### src/rtl/refresh_scheduler.sv
// refresh_scheduler: counts owed SDRAM auto-refreshes from rising edges of
// REFRESH_STROBE, requests the command bus through REQ/GNT, issues one-cycle
// CMD_REFRESH pulses and holds REF_BUSY for T_RFC cycles per refresh.
// Optional macro REFRESH_BURST_EN: chain refreshes straight from WAIT_RFC into
// CMD while refreshes are owed and the grant is still held.
module refresh_scheduler #(
  parameter int CNT_W        = 4,
  parameter int MAX_PENDING  = 8,
  parameter int URGENT_LEVEL = 6,
  parameter int T_RFC        = 15
) (
  input  logic             CLK,
  input  logic             RST,
  input  logic             REFRESH_STROBE,
  input  logic             REF_GNT,
  output logic             REF_REQ,
  output logic             REF_URGENT,
  output logic             CMD_REFRESH,
  output logic             REF_BUSY,
  output logic [CNT_W-1:0] PENDING,
  output logic             OVERFLOW
);

  localparam int RFC_W = (T_RFC > 2) ? $clog2(T_RFC) : 1;
  localparam logic [CNT_W-1:0] MAX_P    = CNT_W'(MAX_PENDING);
  localparam logic [CNT_W-1:0] URG_P    = CNT_W'(URGENT_LEVEL);
  localparam logic [RFC_W-1:0] RFC_LOAD = RFC_W'(T_RFC - 2);

  typedef enum logic [1:0] {
    S_IDLE = 2'd0,
    S_REQ  = 2'd1,
    S_CMD  = 2'd2,
    S_WAIT = 2'd3
  } state_t;

  state_t            r_state;
  state_t            w_state_next;
  logic              r_strobe_q;
  logic [CNT_W-1:0]  r_pending;
  logic              r_overflow;
  logic [RFC_W-1:0]  r_rfc_cnt;
  logic              w_edge;
  logic              w_dec;

  // A strobe already high when reset releases must not count, hence reset to 1.
  assign w_edge = REFRESH_STROBE & ~r_strobe_q;
  // The refresh is paid for in the cycle the command is on the bus.
  assign w_dec  = (r_state == S_CMD);

  // State register and previous-strobe sample.
  always_ff @(posedge CLK or posedge RST) begin
    if (RST) begin
      r_state    <= S_IDLE;
      r_strobe_q <= 1'b1;
    end else begin
      r_state    <= w_state_next;
      r_strobe_q <= REFRESH_STROBE;
    end
  end

  // Saturating owed-refresh count with sticky overflow; a simultaneous edge and
  // command cancel out.
  always_ff @(posedge CLK or posedge RST) begin
    if (RST) begin
      r_pending  <= '0;
      r_overflow <= 1'b0;
    end else begin
      case ({w_edge, w_dec})
        2'b10: begin
          if (r_pending == MAX_P) begin
            r_overflow <= 1'b1;
          end else begin
            r_pending <= r_pending + 1'b1;
          end
        end
        2'b01: begin
          if (r_pending != '0) begin
            r_pending <= r_pending - 1'b1;
          end
        end
        default: ;
      endcase
    end
  end

  // tRFC counter: loaded in CMD, counts down through WAIT_RFC to zero.
  always_ff @(posedge CLK or posedge RST) begin
    if (RST) begin
      r_rfc_cnt <= '0;
    end else if (r_state == S_CMD) begin
      r_rfc_cnt <= RFC_LOAD;
    end else if (r_state == S_WAIT && r_rfc_cnt != '0) begin
      r_rfc_cnt <= r_rfc_cnt - 1'b1;
    end
  end

  // Next-state decode and state-decoded outputs.
  always_comb begin
    w_state_next = r_state;
    REF_REQ      = 1'b0;
    CMD_REFRESH  = 1'b0;
    REF_BUSY     = 1'b0;
    case (r_state)
      S_IDLE: begin
        if (r_pending != '0) begin
          w_state_next = S_REQ;
        end
      end
      S_REQ: begin
        REF_REQ = 1'b1;
        if (REF_GNT) begin
          w_state_next = S_CMD;
        end
      end
      S_CMD: begin
        CMD_REFRESH  = 1'b1;
        REF_BUSY     = 1'b1;
        w_state_next = S_WAIT;
      end
      S_WAIT: begin
        REF_BUSY = 1'b1;
        if (r_rfc_cnt == '0) begin
`ifdef REFRESH_BURST_EN
          if (r_pending != '0 && REF_GNT) begin
            w_state_next = S_CMD;
          end else begin
            w_state_next = S_IDLE;
          end
`else
          w_state_next = S_IDLE;
`endif
        end
      end
      default: w_state_next = S_IDLE;
    endcase
  end

  assign REF_URGENT = (r_pending >= URG_P);
  assign PENDING    = r_pending;
  assign OVERFLOW   = r_overflow;

endmodule

### config.mk
export PLATFORM = sky130hd
export DESIGN_NAME = refresh_scheduler
export DESIGN_NICKNAME = d
export VERILOG_FILES = /design/src/rtl/refresh_scheduler.sv
export SDC_FILE = /design/constraint.sdc
export NUM_CORES = 1
export LEC_CHECK = 0
export ABC_CLOCK_PERIOD_IN_PS = 2350
export BUFFER_PORTS_ARGS = -buffer_cell sky130_fd_sc_hd__clkbuf_2
export CORE_MARGIN = 2
export CORE_UTILIZATION = 45
export CTS_CLUSTER_SIZE = 16
export DETAILED_ROUTE_END_ITERATION = 10
export PLACE_DENSITY = 0.66
export SLEW_MARGIN = 20
export SYNTH_ARGS = -nofsm -noshare
export SYNTH_HDL_FRONTEND = slang
export SYNTH_SLANG_ARGS = --single-unit
### constraint.sdc
create_clock -name CLK -period 2.35 [get_ports CLK]
set_input_delay 0.47 -clock CLK [delete_from_list [all_inputs] [get_ports CLK]]
set_output_delay 0.47 -clock CLK [all_outputs]
set_load 0.05 [all_outputs]
==> impl_metrics.csv <==
group,metric,value,unit
status,status,"completed",
grt,grtUsageTotal,16.91,%
synthesis,synth_cell_types,29,
die,die_h,45.69,microns
drt,avgRoutedWirePerCell,13.23,microns
clocking,cts_tree,"done",
finish,area_growth,14.08,%
synthesis,synthesis.area,782.0,sq um
synthesis,avgSynthCellArea,10.71,sq um
critical_path,reg2reg_slack,220,ps
timing,tightest_slew,449.2,ps
clocking,cts_buffer_depth,2,
grt,antenna_found_initial,0,
run,maxCapViolCount,0,
timing,slew_viol_final,0,
finish,nets,101,
clocking,cts_resized,0,
clocking,cts-root-buf,"clkbuf_4",
place,numPortBuffers,12,
clocking,clk_latency,280,ps
critical_path,r2r-end,"PENDING[1]$_DFFE_PP0P_",
timing,finClkSkew,2.889,ps
drt,viasPerCell,5.308,
synthesis,syn-num-nets,86,
finish,drive_above_1_share,27.59,%
die,num_rows,15,
clocking,clkTransAtPathRegs,80,ps
grt,grt_pass1_wl,2380,microns
grt,grt_overflow,0,
critical_path,worstSetupEndpointType,"register",
timing,relSlewSlack,70.02,%
finish,num-fill-cells,144,
critical_path,cp.required,2520,ps
drt,dr_total_vias,552,
clocking,numCtsBuffers,3,
synthesis,netlist_instances,73,
worst_hold_path,hold_path_class,"input pin to asynchronous set/reset pin",
finish,diodes,0,
place,place_congestion,0.7463,
clocking,cts_sinks,12,
synthesis,synth-seq-cells,12,
die,die_area,2087,sq um
grt,grt_pass1_vias,539,
die,fp.dieW,45.69,microns
drt,wl,1376,microns
timing,min_period,2128,ps
timing,tns,0,ps
die,start_util,46.82,%
timing,finalHoldViolCount,0,
die,core_area,1670,sq um
synthesis,yosysWarnings,0,
timing,rsz0062_at_grt,"no",
die,io_pins,13,
clocking,cts_hold_buf,0,
timing,fin_crit_sh,90.57,%
timing,setup_viol,0,
drt,dr.pass1.iters,4,
clocking,htreeDepth,1,
clocking,cts_setup_buffers,0,
critical_path,arrival,2300,ps
synthesis,seq_area_frac_synth,38.56,%
critical_path,path_max_fanout,7,
critical_path,startpoint,"r_state[0]$_DFFE_PP0P_",
critical_path,path_class,"register to register",
place,place_hpwl,1061,microns
timing,max_freq,469.8,MHz
drt,drt_iter0_markers,15,
grt,grt_max_degree,13,
critical_path,timing.rr.start,"r_state[0]$_DFFE_PP0P_",
critical_path,rr_worst_depth,7,
critical_path,start_kind,"register",
drt,drc,0,
drt,antenna_left,0,
==> cell usage after synthesis (all sizes together) <==
| cell | n | share of area, % |
|---|---|---|
| buf | 2 | 1.3 |
| nor3 | 2 | 1.9 |
| o311a | 1 | 1.3 |
| nor4 | 1 | 2.7 |
| inv | 9 | 4.3 |
| and3 | 1 | 0.80 |
| xnor2 | 4 | 4.5 |
| dfrtp | 11 | 35 |
| a211oi | 2 | 1.9 |
| mux2 | 3 | 4.3 |
| ha | 9 | 14 |
| xor2 | 2 | 2.2 |
| nand3b | 1 | 0.96 |
| dfstp | 1 | 3.4 |
| nor2 | 1 | 0.48 |
| nand4b | 1 | 1.1 |
| o32a | 1 | 1.3 |
| and2 | 1 | 0.80 |
| or2 | 1 | 0.80 |
| a221oi | 2 | 3.8 |
| nand2 | 3 | 1.4 |
| a21oi | 5 | 3.2 |
| o21ai | 2 | 1.3 |
| o31a | 1 | 1.1 |
| nand2b | 3 | 2.4 |
| a21o | 3 | 3.0 |
==> layer usage <==
metal,vias to the layer above,wire length (microns),track usage (%)
met5,-,0,0
met3,5,44,4.762
li1,283,-,-
met4,0,40,12.35
met1,255,666,20.75
met2,9,624,25.07
==> cells in the final DEF, fill, tap and decap left out, types with 2 or more instances in the layout <==
| master | synthesis | routed |
|---|---|---|
| a211oi_1 | 2 | 2 |
| mux2_1 | 3 | 3 |
| nand2b_1 | 3 | 3 |
| clkbuf_4 | 0 | 3 |
| xnor2_1 | 4 | 4 |
| ha_1 | 9 | 8 |
| a21o_1 | 2 | 2 |
| a221oi_2 | 2 | 2 |
| nand2_1 | 3 | 3 |
| inv_1 | 9 | 9 |
| a21oi_1 | 5 | 5 |
| xor2_1 | 2 | 2 |
| clkbuf_2 | 0 | 12 |
| dfrtp_1 | 11 | 11 |
==> final cells by class <==
class	instances	area [sq um]	share of cell area, %
flip-flops and latches	12	301.5	33.80
clock buffers	4	36.28	4.067
inverters	9	33.78	3.787
multi-input cells	50	439.2	49.23
repair buffers	12	60.06	6.732
well taps	17	21.27	2.384
==> state kept, by name, summed over array words and instances (netlist names) <==
signal      count
r_state         2
PENDING         4
OVERFLOW        1
r_rfc_cnt       4
r_strobe_q      1
==> critical path, stage by stage (launching register included) <==
cell,delay [ps]
dfrtp_1,420
inv_1,100
ha_2,250
inv_1,100
ha_1,190
and2_0,200
a221oi_2,400
mux2_1,360
==> kinds of logic (layout without fill, tap and decap cells) <==
kind of cell    count (synthesis)  count (layout)  share of synthesized area (%)
mux                             3               3                          4.320
flops                          12              12                          38.56
fa+ha+maj                       9               9                          14.40
simple gates                   15              15                          13.44
buf+inv                        11              25                          5.600
xor+xnor                        6               6                          6.720
compound gates                 17              17                          16.96
==> stage by stage <==
step                util, %  area [sq um]  hold WS [ps]  cells  setup WS, ps
floorplan                 -         784.5         334.0     73         151.8
global placement      51.24         855.8         463.8    100         329.5
detailed placement    51.24         855.8         455.1    100         236.2
CTS                   53.41         892.1         166.2    104         213.8
global route          53.41         892.1         204.8    104         73.52
finish                53.41         892.1         153.0    104         221.6
==> worst max-delay path by stage <==
stage | to | slack, ps | cells past startpoint
global placement | PENDING[1]$_DFFE_PP0P_ | 330 | 7
detailed placement | PENDING[1]$_DFFE_PP0P_ | 240 | 7
global route | PENDING[1]$_DFFE_PP0P_ | 70 | 7
CTS | PENDING[1]$_DFFE_PP0P_ | 210 | 7
finish | PENDING[1]$_DFFE_PP0P_ | 220 | 7
floorplan | PENDING[1]$_DFFE_PP0P_ | 150 | 7
Power is left out: the tool's default activity adds up to more than one toggle a clock period on the data nets, which glitch-free logic cannot reach.
